File: src/rtl/sa_tile_sequencer.sv
// Tile controller for an N x N output-stationary systolic array: streams skewed
// A/W operands, loads bias columns, then drains the N result columns to the output buffer.
module sa_tile_sequencer #(
  parameter int DATA_WIDTH = 8,
  parameter int N          = 8,
  parameter int MAX_K      = 256,
  parameter int OV_TIMEOUT = 64,
  localparam int AW        = $clog2(MAX_K),
  localparam int BW        = $clog2(N)
) (
  input  logic                    clk,
  input  logic                    nrst,
  input  logic                    start,
  input  logic [AW:0]             k_len,
  output logic                    busy,
  output logic                    done,
  output logic                    err,
  output logic                    a_rd_en,
  output logic [AW-1:0]           a_rd_addr,
  input  logic [N*DATA_WIDTH-1:0] a_rd_data,
  output logic                    w_rd_en,
  output logic [AW-1:0]           w_rd_addr,
  input  logic [N*DATA_WIDTH-1:0] w_rd_data,
  output logic                    b_rd_en,
  output logic [BW-1:0]           b_rd_addr,
  input  logic [N*DATA_WIDTH-1:0] b_rd_data,
  output logic                    sa_iv,
  output logic                    sa_mac_iv,
  output logic                    sa_bias_iv,
  output logic [N*DATA_WIDTH-1:0] row_A_o,
  output logic [N*DATA_WIDTH-1:0] col_W_o,
  output logic [N*DATA_WIDTH-1:0] bias_col_o,
  input  logic                    sa_ov,
  input  logic [N*DATA_WIDTH-1:0] psum_i,
  output logic                    out_wr_en,
  output logic [BW-1:0]           out_wr_addr,
  output logic [N*DATA_WIDTH-1:0] out_wr_data
);

  localparam int DW = DATA_WIDTH;
  // One counter serves MAC index, bias column, timeout and drain column.
  localparam int CW = $clog2(MAX_K + 2*N + OV_TIMEOUT) + 1;

  typedef enum logic [2:0] {
    S_IDLE, S_STAR, S_MAC, S_BPRE, S_BIAS, S_WAITOV, S_DRAIN, S_DONE
  } state_t;

  state_t        r_state, w_state_nx;
  logic [CW-1:0] r_cnt, w_cnt_nx;
  logic [AW:0]   r_k, w_k_nx;
  logic          r_err, w_err_nx;
  logic          r_rd_v;
  logic [CW-1:0] w_k_ext;
  logic          w_mac_last, w_rd;

  assign w_k_ext    = CW'(r_k);
  assign w_mac_last = (r_cnt == w_k_ext + CW'(2*N-2));
  assign w_rd       = (r_state == S_MAC) && (r_cnt < w_k_ext);

  // State, counter, latched K, sticky error and read-issued flag
  always_ff @(posedge clk or negedge nrst) begin
    if (!nrst) begin
      r_state <= S_IDLE;
      r_cnt   <= {CW{1'b0}};
      r_k     <= {(AW+1){1'b0}};
      r_err   <= 1'b0;
      r_rd_v  <= 1'b0;
    end else begin
      r_state <= w_state_nx;
      r_cnt   <= w_cnt_nx;
      r_k     <= w_k_nx;
      r_err   <= w_err_nx;
      r_rd_v  <= w_rd;
    end
  end

  // Next-state logic
  always_comb begin
    w_state_nx = r_state;
    w_cnt_nx   = r_cnt;
    w_k_nx     = r_k;
    w_err_nx   = r_err;
    case (r_state)
      S_IDLE: begin
        if (start) begin
          w_err_nx   = 1'b0;
          w_k_nx     = k_len;
          w_cnt_nx   = {CW{1'b0}};
          w_state_nx = (k_len == {(AW+1){1'b0}}) ? S_DONE : S_STAR;
        end else begin
          w_state_nx = S_IDLE;
        end
      end
      S_STAR: begin
        w_state_nx = S_MAC;
        w_cnt_nx   = {CW{1'b0}};
      end
      S_MAC: begin
        if (w_mac_last) begin
          w_state_nx = S_BPRE;
          w_cnt_nx   = {CW{1'b0}};
        end else begin
          w_cnt_nx   = r_cnt + CW'(1);
        end
      end
      S_BPRE: begin
        w_state_nx = S_BIAS;
        w_cnt_nx   = {CW{1'b0}};
      end
      S_BIAS: begin
        if (r_cnt == CW'(N-1)) begin
          w_state_nx = S_WAITOV;
          w_cnt_nx   = {CW{1'b0}};
        end else begin
          w_cnt_nx   = r_cnt + CW'(1);
        end
      end
      S_WAITOV: begin
        // The cycle sa_ov first rises is column 0, so drain resumes at column 1.
        if (sa_ov) begin
          w_state_nx = S_DRAIN;
          w_cnt_nx   = CW'(1);
        end else if (r_cnt == CW'(OV_TIMEOUT-1)) begin
          w_state_nx = S_DONE;
          w_err_nx   = 1'b1;
        end else begin
          w_cnt_nx   = r_cnt + CW'(1);
        end
      end
      S_DRAIN: begin
        if (!sa_ov) begin
          w_state_nx = S_DONE;
          w_err_nx   = 1'b1;
        end else if (r_cnt == CW'(N-1)) begin
          w_state_nx = S_DONE;
        end else begin
          w_cnt_nx   = r_cnt + CW'(1);
        end
      end
      S_DONE: begin
        w_state_nx = S_IDLE;
      end
      default: begin
        w_state_nx = S_IDLE;
      end
    endcase
  end

  // Control, buffer-port and result-write outputs decoded from state
  always_comb begin
    busy        = (r_state != S_IDLE) && (r_state != S_DONE);
    done        = (r_state == S_DONE);
    err         = r_err;
    sa_iv       = busy;
    sa_mac_iv   = (r_state == S_MAC) && (r_cnt != {CW{1'b0}});
    sa_bias_iv  = (r_state == S_BIAS);
    a_rd_en     = w_rd;
    w_rd_en     = w_rd;
    a_rd_addr   = w_rd ? r_cnt[AW-1:0] : {AW{1'b0}};
    w_rd_addr   = w_rd ? r_cnt[AW-1:0] : {AW{1'b0}};
    b_rd_en     = 1'b0;
    b_rd_addr   = {BW{1'b0}};
    bias_col_o  = {(N*DW){1'b0}};
    out_wr_en   = 1'b0;
    out_wr_addr = {BW{1'b0}};
    out_wr_data = {(N*DW){1'b0}};
    if (r_state == S_BPRE) begin
      b_rd_en = 1'b1;
    end else if (r_state == S_BIAS) begin
      bias_col_o = b_rd_data;
      if (r_cnt < CW'(N-1)) begin
        b_rd_en   = 1'b1;
        b_rd_addr = BW'(r_cnt + CW'(1));
      end else begin
        b_rd_en   = 1'b0;
      end
    end else begin
      b_rd_en = 1'b0;
    end
    if (sa_ov && ((r_state == S_WAITOV) || (r_state == S_DRAIN))) begin
      out_wr_en   = 1'b1;
      out_wr_addr = (r_state == S_DRAIN) ? r_cnt[BW-1:0] : {BW{1'b0}};
      out_wr_data = psum_i;
    end else begin
      out_wr_en   = 1'b0;
    end
  end

  // Diagonal skew: lane i delayed i stages; lanes with no read behind them carry zero.
  for (genvar gi = 0; gi < N; gi++) begin : g_lane
    logic [DW-1:0] w_a_in, w_w_in;
    assign w_a_in = r_rd_v ? a_rd_data[gi*DW +: DW] : {DW{1'b0}};
    assign w_w_in = r_rd_v ? w_rd_data[gi*DW +: DW] : {DW{1'b0}};
    if (gi == 0) begin : g_comb
      assign row_A_o[gi*DW +: DW] = w_a_in;
      assign col_W_o[gi*DW +: DW] = w_w_in;
    end else begin : g_dly
      logic [DW-1:0] r_a_sh [gi];
      logic [DW-1:0] r_w_sh [gi];
      // Per-lane skew shift registers
      always_ff @(posedge clk or negedge nrst) begin
        if (!nrst) begin
          for (int j = 0; j < gi; j++) begin
            r_a_sh[j] <= {DW{1'b0}};
            r_w_sh[j] <= {DW{1'b0}};
          end
        end else begin
          r_a_sh[0] <= w_a_in;
          r_w_sh[0] <= w_w_in;
          for (int j = 1; j < gi; j++) begin
            r_a_sh[j] <= r_a_sh[j-1];
            r_w_sh[j] <= r_w_sh[j-1];
          end
        end
      end
      assign row_A_o[gi*DW +: DW] = r_a_sh[gi-1];
      assign col_W_o[gi*DW +: DW] = r_w_sh[gi-1];
    end
  end

endmodule

File: config.mk
export PLATFORM = sky130hd
export DESIGN_NAME = sa_tile_sequencer
export DESIGN_NICKNAME = d
export VERILOG_FILES = /design/src/rtl/sa_tile_sequencer.sv
export SDC_FILE = /design/constraint.sdc
export NUM_CORES = 1
export LEC_CHECK = 0
export CAP_MARGIN = 15
export CORE_AREA = 2 2 216 218
export CTS_BUF_LIST = sky130_fd_sc_hd__clkbuf_8
export DETAILED_ROUTE_END_ITERATION = 8
export DIE_AREA = 0 0 218 220
export PLACE_DENSITY = 0.66
export SLEW_MARGIN = 20
export SYNTH_ARGS = -nofsm -noshare
export SYNTH_HDL_FRONTEND = slang
export SYNTH_SLANG_ARGS = --single-unit
File: constraint.sdc
create_clock -name clk -period 5.3 [get_ports clk]
set_input_delay 1.325 -clock clk [delete_from_list [all_inputs] [get_ports clk]]
set_output_delay 1.325 -clock clk [all_outputs]
set_load 0.05 [all_outputs]
### After elaboration in Yosys (flattened, before gate mapping)

Cells that the tools add are included.

* bitwise operators: 0
* shift operators: 0
* div/mod/pow operators: 0
* $mul: 0
* order comparisons: 2
* $add $sub $neg: 2
* mux-type cells: 51
* reductions and logical operators: 16
* equality and inequality tests: 22

Operator list (number)
* 64-bit 2-to-1 mux: 3
* 8-bit 2-to-1 mux: 17
* 10-bit 2-to-1 mux: 7
* 10-bit case mux with 6 select lines: 1
* 3-bit 2-to-1 mux: 13
* 3-bit case mux with 8 select lines: 1
* 2-bit != test (second input constant): 7
* 3-bit equality test (second input constant): 4
* 3-bit != test (second input constant): 4
* 10-bit by 1-bit adder with 10-bit output (second input constant): 1
* 9-bit by 4-bit adder with 10-bit output (second input constant): 1
* 10-bit equality test: 1
* 10-bit by 3-bit equality test with 1-bit output (second input constant): 1
* 10-bit by 6-bit equality test with 1-bit output (second input constant): 1
* 10-bit by 3-bit < comparator with 1-bit output (second input constant): 1
* 10-bit by 9-bit < comparator with 1-bit output: 1
* 5-bit AND reduction: 2
* 10-bit nonzero test: 1
* 9-bit zero test: 1
* 1-bit 2-to-1 mux: 8
* 3-bit by 2-bit equality test with 1-bit output (second input constant): 2
* 3-bit nonzero test: 2
* 6-bit nonzero test: 1
* 1-bit logical AND: 4
* other kinds (8): 8

* ROM bits: 0
* register bits: 472
* RAM bits: 0
* memories kept: 0
* bits in latches: 0
* bits of input ports: 269
* word-level logic and storage cells: 154

### Logic depth before layout (Yosys ltp)

* depth in word-level cells: 4
* mapped depth: 10

### Worst setup path after synthesis

Ideal clock, no wire load.

* path kind: register to output
* start point: reg r_cnt[1]
* end point: out w_rd_en
* arrival: 2739 ps
* slack: 1236 ps
* stages on the path, launching flop included: 10
* required time: 3975 ps
* cells stage by stage: dfrtp_1 ha_1 nor2b_1 o21a_1 o21a_1 o21a_1 o21ai_0 a21oi_1 nor2b_1 buf_4

* longest elaborated chain between the ends: 2

Ends and longest elaborated chain
* from (decl): line 49 `logic [CW-1:0] r_cnt, w_cnt_nx;`
* from (signal assigned): line 64 `r_cnt <= {CW{1'b0}};`
* from (signal assigned): line 70 `r_cnt <= w_cnt_nx;`
* 10-bit by 9-bit < comparator with 1-bit output: line 58 `assign w_rd = (r_state == S_MAC) && (r_cnt < w_k_ext);`
* 1-bit logical AND: line 58
* to (decl): line 21 `output logic w_rd_en,`

No other way between the ends.

### Final worst setup path

Same ends and word-level chain as after synthesis.

==> results <==
[kinds of logic after synthesis]
group	count (synthesis)
mux	3
xor+xnor	7
compound gates	71
buf+inv	166
fa+ha+maj	12
simple gates	363
flops	472
[cells in the mapped netlist, drive strengths merged, types with 6 or more instances]
master    n  share of area (%)
nand2    33               0.83
nor2     23               0.55
nand3    10               0.32
buf     113                5.3
inv      15               0.36
and2    265                 11
a21oi    11               0.35
clkbuf   38               0.90
nor2b     6               0.24
ha       12               0.95
o21ai    16               0.51
dfrtp   472                 75
nand2b    6               0.24
[through the flow]
stage                     util, %  cell area [um^2]  hold WS, ns  setup slack, ns  total power [uW]
final                        49.7             22800        0.322            0.384              7700
after global placement       46.1             21200        0.331            0.407              4510
after detailed placement     46.1             21200        0.335            0.421              4520
after global routing         49.7             22800        0.330            0.131              8060
after CTS                    49.7             22800        0.332            0.252              7830
after floorplan                 -             15800        0.331             1.24              4110
[layer usage]
layer,GRT usage [%],wire length (um),up-vias
met4,6.03,869,10
met3,8.64,5340,74
met2,31.4,23200,471
met1,24.1,18400,4824
met5,0,66,-
li1,-,-,4381
[placed cells by master (no fill, tap or decap), types with 3 or more instances in the layout]
master,netlist,final
sky130_fd_sc_hd__a211oi_1,4,3
sky130_fd_sc_hd__a21o_1,5,5
sky130_fd_sc_hd__a21oi_1,11,11
sky130_fd_sc_hd__a221o_1,5,5
sky130_fd_sc_hd__a22oi_1,4,4
sky130_fd_sc_hd__and2_1,264,264
sky130_fd_sc_hd__buf_4,107,71
sky130_fd_sc_hd__bufinv_16,0,4
sky130_fd_sc_hd__clkbuf_8,0,93
sky130_fd_sc_hd__clkdlybuf4s50_1,0,500
sky130_fd_sc_hd__clkinv_2,0,19
sky130_fd_sc_hd__clkinvlp_4,0,4
sky130_fd_sc_hd__dfrtp_1,472,471
sky130_fd_sc_hd__ha_1,12,12
sky130_fd_sc_hd__inv_1,15,32
sky130_fd_sc_hd__nand2_1,32,32
sky130_fd_sc_hd__nand2b_1,6,6
sky130_fd_sc_hd__nand3_1,10,10
sky130_fd_sc_hd__nand3b_1,3,3
sky130_fd_sc_hd__nor2_1,23,23
sky130_fd_sc_hd__nor2b_1,6,6
sky130_fd_sc_hd__nor4_1,4,4
sky130_fd_sc_hd__o21a_1,4,4
sky130_fd_sc_hd__o21ai_0,16,16
sky130_fd_sc_hd__xnor2_1,5,5
[cell type report]
| cell class | count | area [um^2] |
|---|---|---|
| inverter | 15 | 56.3 |
| clock inverter | 48 | 359 |
| sequential | 472 | 11800 |
| antenna | 2 | 5.00 |
| fill | 4006 | 23100 |
| multi-input combinational | 456 | 2930 |
| timing repair buffer | 574 | 5590 |
| clock buffer | 93 | 1280 |
| tap | 607 | 759 |
[sequential cells by signal (all words and copies together), names as in the netlist]
name and cells:
row_A_o 48, col_W_o 48, r_rd_v 1, err 1
g_lane.g_dly.r_a_sh 176, g_lane.g_dly.r_w_sh 176, r_state 3, r_k 9
r_cnt 10
[power by group through the flow]
stage,Sequential (uW),Combinational [uW],Clock [uW]
after global placement,3800,705,0
after CTS,3740,720,3370
final,3740,715,3240
after global routing,3750,778,3540
after floorplan,3720,388,0
after detailed placement,3810,715,0
[worst max-delay path, cell delays in order (launching register included)]
cell and delay (ns):
sky130_fd_sc_hd__dfrtp_1 0.49, sky130_fd_sc_hd__ha_1 0.34, sky130_fd_sc_hd__nor2b_1 0.13, sky130_fd_sc_hd__o21a_1 0.16, sky130_fd_sc_hd__o21a_1 0.16, sky130_fd_sc_hd__o21a_1 0.15
sky130_fd_sc_hd__o21ai_0 0.15, sky130_fd_sc_hd__a21oi_1 0.09, sky130_fd_sc_hd__buf_4 0.18, sky130_fd_sc_hd__nor2b_1 0.26, sky130_fd_sc_hd__clkdlybuf4s50_1 0.87
[worst min-delay path by stage]
stage / slack [ns] / cells after the start / end
detailed placement: 0.33 / 0 / col_W_o[33]$_DFF_PN0_
CTS: 0.33 / 0 / col_W_o[42]$_DFF_PN0_
global route: 0.33 / 0 / col_W_o[31]$_DFF_PN0_
finish: 0.32 / 0 / col_W_o[31]$_DFF_PN0_
floorplan: 0.33 / 0 / col_W_o[16]$_DFF_PN0_
global placement: 0.33 / 0 / col_W_o[39]$_DFF_PN0_
==> qor.tcl <==
set qor(timing.critical_path.required_ns) 3.97
set qor(unrepaired_setup_endpoints_after_global_routing) {false}
set qor(p_seq_share_pct) 48.6
set qor(max_cap_viol_count) 0
set qor(yosys_warnings) 0
set qor(power.density_cell_area_nw_per_um2) 338
set qor(xor_xnor_fraction_of_synth_area_pct) 0.389
set qor(wire_per_inst_um) 21.1
set qor(die-height_um) 220
set qor(post_route_cells_drive_above_1_share_pct) 12.7
set qor(worstPathArrival_ns) 3.59
set qor(number_of_cell_rows) 79
set qor(setup_tns_ns) 0
set qor(yosys-mux-area-fraction_pct) 0.198
set qor(crit_path_start_kind) {flop}
set qor(dieWidth_um) 218
set qor(synth_fp_nets) 1375
set qor(clock_insertion_delay_worst_skew_ns) 0.63
set qor(core_area_um2) 45900
set qor(synth-edff-count) 0
set qor(synth_seq_cells) 472
set qor(cts-buffers-inserted) 77
set qor(routabilityCongestion) 0.908
set qor(synth-adder-area-share_pct) 0.952
set qor(setup-violations-final) 0
set qor(drt_pre_antenna_iters) 6
set qor(report.final.hold_viol_count) 0
set qor(grt_pass1_wl_um) 67200
set qor(num_vias) 9760
set qor(fin_cells) 2267
set qor(peak_fanout_along_the_critical_path) 9
set qor(initial_core_util_pct) 34.4
set qor(power.share.clock_pct) 42.1
set qor(pin_count_of_the_biggest_net_entering_global_routing) 119
set qor(cts_setup_buffers) 0
set qor(compound_cell_area_share_of_the_yosys_netlist_pct) 3.33
set qor(detailedPlacementHpwl_um) 36300
set qor(final_net_count) 1877
set qor(crit_start) {r_cnt[1]$_DFFE_PN0P_}
set qor(fin_skew_ns) 0.0231
set qor(netSwitchingFraction_pct) 24.6
set qor(cts_resized) 0
set qor(status) {completed}
set qor(cts.htree.levels) 3
set qor(yosysUniqueCellTypes) 56
set qor(ctsLongestPathBuffers) 3
set qor(worst-r2r-setup-slack_ns) 2.41
set qor(max_freq_ghz) 0.203
set qor(final_period_util_pct) 92.8
set qor(grtUsageTotal_pct) 19.7
set qor(wirelength_um) 47800
set qor(worstReg2RegEnd) {r_cnt[5]$_DFFE_PN0P_}
set qor(detail_route.drc_violations) 0
set qor(worst_slew_margin_rel_pct) 41.8
set qor(synthesis.area_um2) 15800
set qor(grt_pass1_vias) 10168
set qor(initial_antenna_violation_count) 19
set qor(place.port_buffers) 556
set qor(hold_path.startpoint) {g_lane[3].g_dly.r_w_sh[15]$_DFF_PN0_}
set qor(cp-end-kind) {primary output}
set qor(cts_root_buf) {sky130_fd_sc_hd__clkbuf_8}
set qor(ctsHoldBuffers) 0
set qor(synth-main-ff-cell) {sky130_fd_sc_hd__dfrtp_1}
set qor(io_pins) 557
set qor(placed_cells) 2124
set qor(hp-class) {flop to flop}
set qor(final.min_clock_period_ns) 4.92
set qor(routed_via_density) 4.31
set qor(route.antenna.remaining_nets) 0
set qor(timing.final.max_slew_violations) 0
set qor(clock_slew_at_the_register_clock_pins_of_the_worst_setup_and_hold_paths_ns) 0.06
set qor(iter_0_drt_violations) 580
set qor(syn-mean-instance-area_um2) 14.4
set qor(post_synthesis_share_of_cell_area_spent_on_and_or_nand_and_nor_gates_pct) 13.6
set qor(tightest_slew_ns) 0.872
set qor(area_growth_syn_to_layout_pct) 44.6
set qor(netSwitchingPower_uw) 1890
set qor(power.static_leakage_uw) 0.0111
set qor(synthCells) 1094
set qor(power_internal_uw) 5810
set qor(full_die_area_um2) 48000
set qor(synth.yosys.seq_area_share_pct) 74.9
set qor(main_combinational_cell_family_by_area_after_synthesis) {simple AND/OR/NAND/NOR gates}
set qor(crit_path_class) {flop to primary output}
set qor(crit_end) {w_rd_en}
set qor(cts.sinks) 472
set qor(rr_worst_depth) 9
set qor(r2r-start) {r_k[1]$_DFFE_PN0P_}
set qor(overflow) 0
set qor(worst_ir_drop_vdd_mv) 0.225
set qor(power.share.combinational_pct) 9.3
set qor(ys_async_sr_fraction_pct) 100
set qor(tritoncts_clock_tree) {built}
(Power assumes the default switching activity.)
